--- src/rtl/fifo_read_ctrl.sv ---
// Async FIFO read-side controller: Gray read pointer, synchronized write pointer, empty/almost-empty/level/underflow.
// Pointer and flags update on the read edge; rinc is dropped (and flagged as underflow) while empty.
module fifo_read_ctrl #(
  parameter int ADDR_W      = 3,
  parameter int SYNC_STAGES = 2,
  parameter int AE_THRESH   = 2
) (
  input  logic              rclk,
  input  logic              rrst_n,
  input  logic              rinc,
  input  logic              underflow_clr,
  input  logic [ADDR_W:0]   wptr_gray,
  output logic [ADDR_W:0]   rptr,
  output logic [ADDR_W-1:0] raddr,
  output logic              ren,
  output logic              rempty,
  output logic              raempty,
  output logic [ADDR_W:0]   rlevel,
  output logic              runderflow
);

  localparam logic [ADDR_W:0] AE_T = (ADDR_W+1)'(AE_THRESH);

  logic [ADDR_W:0] rbin;
  logic [ADDR_W:0] rbin_next;
  logic [ADDR_W:0] rgray_next;
  logic [ADDR_W:0] wq;
  logic [ADDR_W:0] wq_bin;
  logic [ADDR_W:0] lvl_next;
  logic [ADDR_W:0] wsync [SYNC_STAGES];

  always_ff @(posedge rclk or negedge rrst_n) begin
    if (!rrst_n) begin
      for (int i = 0; i < SYNC_STAGES; i++) wsync[i] <= '0;
    end else begin
      wsync[0] <= wptr_gray;
      for (int i = 1; i < SYNC_STAGES; i++) wsync[i] <= wsync[i-1];
    end
  end

  assign wq = wsync[SYNC_STAGES-1];

  // Each binary bit is the XOR of all Gray bits at and above it.
  always_comb begin
    wq_bin = '0;
    for (int i = 0; i <= ADDR_W; i++) wq_bin[i] = ^(wq >> i);
  end

  assign ren        = rinc & ~rempty;
  assign rbin_next  = rbin + {{ADDR_W{1'b0}}, ren};
  assign rgray_next = (rbin_next >> 1) ^ rbin_next;
  assign lvl_next   = wq_bin - rbin_next;
  assign rlevel     = wq_bin - rbin;
  assign raddr      = rbin[ADDR_W-1:0];

  // Flags are judged against the post-read pointer so the last read raises empty on its own edge.
  always_ff @(posedge rclk or negedge rrst_n) begin
    if (!rrst_n) begin
      rbin       <= '0;
      rptr       <= '0;
      rempty     <= 1'b1;
      raempty    <= 1'b1;
      runderflow <= 1'b0;
    end else begin
      rbin    <= rbin_next;
      rptr    <= rgray_next;
      rempty  <= (rgray_next == wq);
      raempty <= (lvl_next <= AE_T);
      if (rinc && rempty)
        runderflow <= 1'b1;
      else if (underflow_clr)
        runderflow <= 1'b0;
    end
  end

endmodule

--- config.mk ---
export PLATFORM = sky130hd
export DESIGN_NAME = fifo_read_ctrl
export DESIGN_NICKNAME = d
export VERILOG_FILES = /design/src/rtl/fifo_read_ctrl.sv
export SDC_FILE = /design/constraint.sdc
export NUM_CORES = 1
export LEC_CHECK = 0
export BUFFER_PORTS_ARGS = -buffer_cell sky130_fd_sc_hd__buf_2
export CORE_ASPECT_RATIO = 1.5
export CORE_MARGIN = 2
export CORE_UTILIZATION = 41
export DETAILED_ROUTE_END_ITERATION = 10
export PLACE_DENSITY = 0.67
export SLEW_MARGIN = 20
export SYNTH_ARGS = -nofsm -noshare
export SYNTH_HDL_FRONTEND = slang
export SYNTH_SLANG_ARGS = --single-unit
--- constraint.sdc ---
create_clock -name rclk -period 2.75 [get_ports rclk]
set_clock_uncertainty 0.15 [all_clocks]
set_input_delay 0.275 -clock rclk [delete_from_list [all_inputs] [get_ports rclk]]
set_output_delay 0.275 -clock rclk [all_outputs]
set_load 0.02 [all_outputs]
==> out/metrics.csv, run 1 <==
metric,value,unit
outcome,"finished, violations left",
violations,setup timing,
hold_depth,2,
ant_nets,0,
worstPathRequired,2.82,ns
antennaDiodeCount,0,
track_usage,0.141,
numPortBuffers,22,
synth.ff_latch_count,18,
cp_max_fo,2,
synth-edff-count,0,
yosysSeqAreaShare,0.511,
post_dp_cell_area,1060,um^2
grt_max_degree,19,
synth-warning-count,0,
p_leak,0.587,nW
dieArea,2560,um^2
io_pins,23,
htreeDepth,1,
routed_wirelength,1600,um
power.density,1340,nW/um^2
final_nets,124,
worst_pin_slew,0.400,ns
critPathMostFrequentCell,xnor2_2,
drt_pass1_iterations,4,
drc,0,
cts-buffers-inserted,3,
reg2regPathDepth,9,
synth_fp_nets,86,
clkTransAtPathRegs,0.10,ns
post-dp-hpwl,1140,um
fin_setup_tns,-0.0558,ns
grt_pass1_vias,605,
ys_async_sr_fraction,1.00,
hold_viol_final,0,
yosysUniqueCellTypes,23,
min_path_type,in -> reg,
die_x,42.0,um
crit_buf_inv,1,
gp_congestion,0.756,
netlist_area,887,um^2
antenna_found_initial,0,
cpPeakStageDelay,0.61,ns
clk_latency,0.28,ns
max_cap_viol_count,0,
ir_drop,0.655,mV
grt_setup_unrepaired,true,
fp-row-count,20,
clock_sinks,18,
worst_setup_path_end_kind,register,
synth_cells,69,
fmax,0.358,GHz
synth.avg_cell_area,12.9,um^2
path_class,reg -> reg,
layout_commonest_cell,buf_2,
core-area,2030,um^2
vias,610,
crit_chain,xnor2_2 -> inv_2 -> xnor2_2 -> xor2_2 -> ha_2 -> fa_2 -> nor2_8 -> or4_4 -> o22ai_2,
setup.worst_path.start_class,register,
wire_per_inst,12.5,um
setup_viol,2,
drive_gt1_frac,0.472,
period_minus_slack,2.79,ns
synthFlopType,dfrtp_1,
drt_iter0_markers,3,
initial_utilization,0.438,
layout_common_cells,"20 x buf_2, 16 x dfrtp_1, 11 x xnor2_1, 8 x buf_4, 6 x inv_1",
grt_first_pass_wirelength,2570,um
viasPerCell,4.77,
critPathTopFamily,adder cells,
cts_tree,done,
cp.depth,9,
dieHeight,61.0,um
slew_headroom,0.731,
critical_path_arrival,2.86,ns
cts.path.max_buffers,2,
fin_ws,-0.0405,ns
report.final.slew_viol_count,0,
area_delta_synth_final,37.2,%
cts_root_buffer,clkbuf_4,
final_core_util,0.601,
design_area,1220,um^2
grt-ovfl-total,0,
period_share,1.01,
critPathSlowestCell,fa_2,
==> layer usage <==
metal  vias up  track usage  share of wire
met3         2       0.0357          0.044
met4         0       0.0691          0.012
li1        294            -              -
met2        19        0.266           0.56
met1       295        0.145           0.38
met5         -            0              0
==> cells in the mapped netlist (all sizes together) (2+ instances only) <==
| cell type | instances | area share |
|---|---|---|
| ha | 7 | 0.099 |
| a21oi | 2 | 0.011 |
| xor2 | 4 | 0.048 |
| fa | 2 | 0.045 |
| inv | 9 | 0.038 |
| xnor2 | 13 | 0.13 |
| dfrtp | 16 | 0.45 |
| o21ai | 2 | 0.011 |
| nor2 | 2 | 0.027 |
| dfstp | 2 | 0.059 |
==> cell families (layout without fill, tap and decap cells) <==
| logic type | after synthesis | in the layout | synth area share |
|---|---|---|---|
| DFF | 18 | 18 | 0.511 |
| xor gates and xnor gates | 17 | 17 | 0.176 |
| adders and majority gates | 9 | 9 | 0.144 |
| buffers and inverters | 9 | 46 | 0.0381 |
| and+or+nand+nor | 8 | 8 | 0.0691 |
| AOI/OAI and AO/OA | 7 | 7 | 0.0508 |
| muxes | 1 | 1 | 0.0113 |
==> where the power goes <==
group	switching, mW	internal (mW)
Clock	0.0744	0.0805
Sequential	0.0546	0.345
Combinational	0.586	0.486
==> repair_timing <==
action	CTS	global route
resized for setup	3	5
cloned	0	0
hold buffers	5	0
setup buffers	1	3
endpoints found under the hold margin	20	0
endpoints found under the setup margin	3	4
pin swaps	2	5
==> layout make-up <==
| cell class | count | area (um^2) |
|---|---|---|
| fill | 162 | 810 |
| tap | 22 | 27.5 |
| timing repair buffer | 33 | 210 |
| multi-input combinational | 42 | 457 |
| inverter | 9 | 33.8 |
| sequential | 18 | 453 |
| clock buffer | 4 | 36.3 |
==> stage by stage <==
step / cells / power (mW) / worst slack, ns / hold slack, ns
global placement: 115 / 1.37 / 0.0435 / 0.0717
CTS: 125 / 1.59 / -0.0106 / 0.0244
finish: 128 / 1.63 / -0.0405 / 0.0330
detailed placement: 115 / 1.38 / -0.0282 / 0.0718
floorplan: 69 / 1.15 / 0.0152 / -0.171
global route: 128 / 1.75 / -0.113 / 0.0511
==> flip-flops by register name (all words and copies together) (netlist names) <==
register / flops
wsync: 4
raempty: 1
runderflow: 1
wq: 4
rptr: 3
rbin: 4
rempty: 1
==> worst reg2reg max path, delay by kind of cell (launching register included) <==
family	cells	cell delay (ns)
flops	1	0.43
buf+inv	1	0.08
fa+ha+maj	2	0.81
simple gates	2	0.53
compound gates	1	0.14
xor+xnor	3	0.57
==> final timing paths <==
kind	start	slack [ns]	end
setup / recovery	wq[3]	-0.04	raempty
hold / removal	underflow_clr	0.03	runderflow
setup reg to reg	wq[3]	-0.04	raempty
hold reg to reg	wsync[4]	0.21	wq[0]
max in group asynchronous	rrst_n	1.85	rempty
min in group asynchronous	rrst_n	0.28	rptr[1]
Note: power is estimated with default switching activity, not from simulation.
==> run 2: changes to the inputs <==
--- a/config.mk
+++ b/config.mk
@@ -5,12 +5,15 @@
 export SDC_FILE = /design/constraint.sdc
 export NUM_CORES = 1
 export LEC_CHECK = 0
+export ABC_AREA = 1
 export BUFFER_PORTS_ARGS = -buffer_cell sky130_fd_sc_hd__buf_2
 export CORE_ASPECT_RATIO = 1.5
 export CORE_MARGIN = 2
 export CORE_UTILIZATION = 41
 export DETAILED_ROUTE_END_ITERATION = 10
-export PLACE_DENSITY = 0.67
+export GPL_TIMING_DRIVEN = 0
+export PLACE_DENSITY = 0.66
+export RECOVER_POWER = 25
 export SLEW_MARGIN = 20
 export SYNTH_ARGS = -nofsm -noshare
 export SYNTH_HDL_FRONTEND = slang
==> run 2 against run 1 <==
Net effect: the flow now finishes without violations; count of clock-buffer cells in the layout unchanged; design area decreased by 0.21%; cell count increased by 33%.
==> out/metrics.csv, run 2 <==
metric,value,unit,change
outcome,finished clean,,
routed_wirelength,1700,um,+6.2%
fin_ws,0.219,ns,+0.260 ns
post-dp-hpwl,1380,um,+21%
cp_max_fo,4,,+2
finalNonFillerCells,170,,+33%
internal_power,0.761,mW,-17%
synth_cells,116,,+68%
clkTransAtPathRegs,0.10,ns,about the same
critical_path_arrival,2.11,ns,-0.75 ns
core-area,2290,um^2,+13%
power.density,1230,nW/um^2,-8.1%
crit_chain,inv_1 -> nand2_1 -> nand2_2 -> xor2_1 -> inv_1 -> ha_1 -> nand3_1 -> nand2_1 -> xnor2_1 -> buf_2,,
grt_max_degree,19,,unchanged
min_path_type,in -> reg,,
whs_endpoint,runderflow,,
setup.worst_path.start_class,register,,
cts_hold_buf,5,,unchanged
dieHeight,64.5,um,+5.8%
synthTopCellsByArea,"dfrtp_1 40%, nand2_1 12%, ha_1 8.8%, inv_1 6.8%, nand2_2 6.3%",,
cts_root_buffer,clkbuf_4,,
dieArea,2860,um^2,+12%
numPortBuffers,22,,unchanged
synth-edff-count,0,,unchanged
final_core_util,0.531,,-0.0691
reg2regPathDepth,9,,unchanged
die_x,44.3,um,+5.6%
grt_first_pass_wirelength,3180,um,+24%
area_delta_synth_final,21.4,%,
clock_sinks,18,,unchanged
yosysSeqAreaShare,0.452,,-0.0581
yosysTopAreaCell,dfrtp_1,,
reg2reg_slack,0.34,ns,+0.38 ns
worstPathRequired,2.33,ns,-0.49 ns
p_total,1.49,mW,-8.3%
ant_nets,0,,unchanged
synth.ff_latch_count,18,,unchanged
grt-ovfl-total,0,,unchanged
grt_setup_unrepaired,false,,
initial_utilization,0.438,,about the same
hold_depth,2,,unchanged
clk_latency,0.29,ns,about the same
drc,0,,unchanged
worst_setup_path_end_kind,primary output,,
htreeDepth,1,,unchanged
hold_viol_final,0,,unchanged
synth.avg_cell_area,8.63,um^2,-33%
netlist_area,1000,um^2,+13%
slew_headroom,0.358,,-0.373
max_cap_viol_count,0,,unchanged
fmax,0.395,GHz,+10%
period_minus_slack,2.53,ns,-0.260 ns
cts_tree,done,,
setup_viol,0,,-2
drt_pass1_iterations,4,,unchanged
combinationalPowerShare,0.642,,-0.017
layout_common_cells,"33 x nand2_1, 21 x buf_2, 18 x inv_1, 16 x dfrtp_1, 10 x nand2_2",,
pwr-share-seq,0.268,,+0.022
drive_gt1_frac,0.265,,-0.206
viasPerCell,4.66,,-2.2%
gp_congestion,0.749,,-0.95%
post_cts.repair.setup_buffers,0,,-1
path_class,reg -> out,,
antennaDiodeCount,0,,unchanged
fin_setup_tns,0,ns,+0.0558 ns
switching_share,0.490,,+0.0503
ys_async_sr_fraction,1.00,,unchanged
yosysTopAreaCellShare,0.400,,-0.0513
cts_resized,0,,-3
vias,792,,+30%
report.final.slew_viol_count,0,,unchanged
wire_per_inst,10.0,um,-20%
antenna_found_initial,0,,unchanged
synth_common_cells,"33 x nand2_1, 18 x inv_1, 16 x dfrtp_1",,
synthFlopType,dfrtp_1,,
hold_start,underflow_clr,,
grt_pass1_vias,831,,+37%
cts-buffers-inserted,3,,unchanged
io_pins,23,,unchanged
p_switching,0.730,mW,+2.2%
critPathSlowestCell,dfrtp_1,,
final_nets,165,,+33%
reg2reg_from,rempty,,
pwr-share-clk,0.091,,-0.004
cpPeakStageDelay,0.42,ns,-0.19 ns
synth-warning-count,0,,unchanged
period_share,0.920,,-0.0944
ir_drop,0.526,mV,-20%
dp.cells,161,,+40%
place_ws,0.351,ns,+0.379 ns
layout_commonest_cell,nand2_1,,
drt_iter0_markers,4,,+1
worst_pin_slew,0.963,ns,+0.563 ns
p_leak,0.684,nW,+16%
yosysUniqueCellTypes,17,,-26%
cts.path.max_buffers,2,,unchanged
synth_fp_nets,133,,+55%
fp-row-count,21,,+5.0%
synth.most_common_cell,nand2_1,,
track_usage,0.148,,+0.00750
reg2reg_to,raempty,,
## run 2: worst max path at each step
stage,depth (start not counted),startpoint,end,slack [ns]
2_1_floorplan,9,rempty,raempty,0.30
3_3_place_gp,9,rempty,raempty,0.35
3_5_place_dp,9,rempty,raempty,0.35
4_1_cts,10,wq[2],rlevel[3],0.19
5_1_grt,10,wq[3],rlevel[3],0.05
6_report,10,wq[3],rlevel[3],0.22
## run 2: logic make-up (layout without fill, tap and decap cells)
family / Yosys count / in the layout / share of synthesized area
AO/OA/AOI/OAI: 4 / 4 / 0.0200
buffers and inverters: 20 / 51 / 0.0762
adder cells (fa/ha/maj): 9 / 9 / 0.127
AND/OR/NAND/NOR: 58 / 58 / 0.262
XOR/XNOR: 7 / 7 / 0.0613
flip-flops: 18 / 18 / 0.452
## run 2: layout make-up
| class | count | area, um^2 |
|---|---|---|
| Multi-Input combinational cell | 78 | 472 |
| Clock buffer | 4 | 26.3 |
| Tap cell | 23 | 28.8 |
| Timing Repair Buffer | 27 | 159 |
| Inverter | 20 | 76.3 |
| Fill cell | 213 | 1070 |
| Sequential cell | 18 | 453 |
## run 2: worst max-delay path, delay by kind of cell (launching register included)
kind | cells | cell delay (ns)
xor+xnor | 2 | 0.37
fa+ha+maj | 1 | 0.29
buf+inv | 3 | 0.41
flops | 1 | 0.42
simple gates | 4 | 0.33
## run 2: per-stage QoR
step | area [um^2] | hold slack (ns)
after detailed placement | 1140 | 0.0782
final | 1210 | 0.0336
after CTS | 1220 | 0.0291
after floorplan | 1000 | -0.171
after global placement | 1140 | 0.0674
after global routing | 1210 | 0.0407
## run 2: power groups by stage
stage	registers (mW)	logic, mW	clock network [mW]
global placement	0.405	0.947	0
finish	0.399	0.957	0.135
CTS	0.403	0.976	0.141
global route	0.414	1.10	0.151
floorplan	0.495	0.643	0
detailed placement	0.408	0.964	0
## run 2: metal layers
layer / track usage / vias to the layer above / wire, um
met5: 0 / - / 0
met4: 0.0682 / 0 / 21
met3: 0.0167 / 2 / 48
met2: 0.274 / 16 / 899
met1: 0.161 / 361 / 732
li1: - / 413 / -
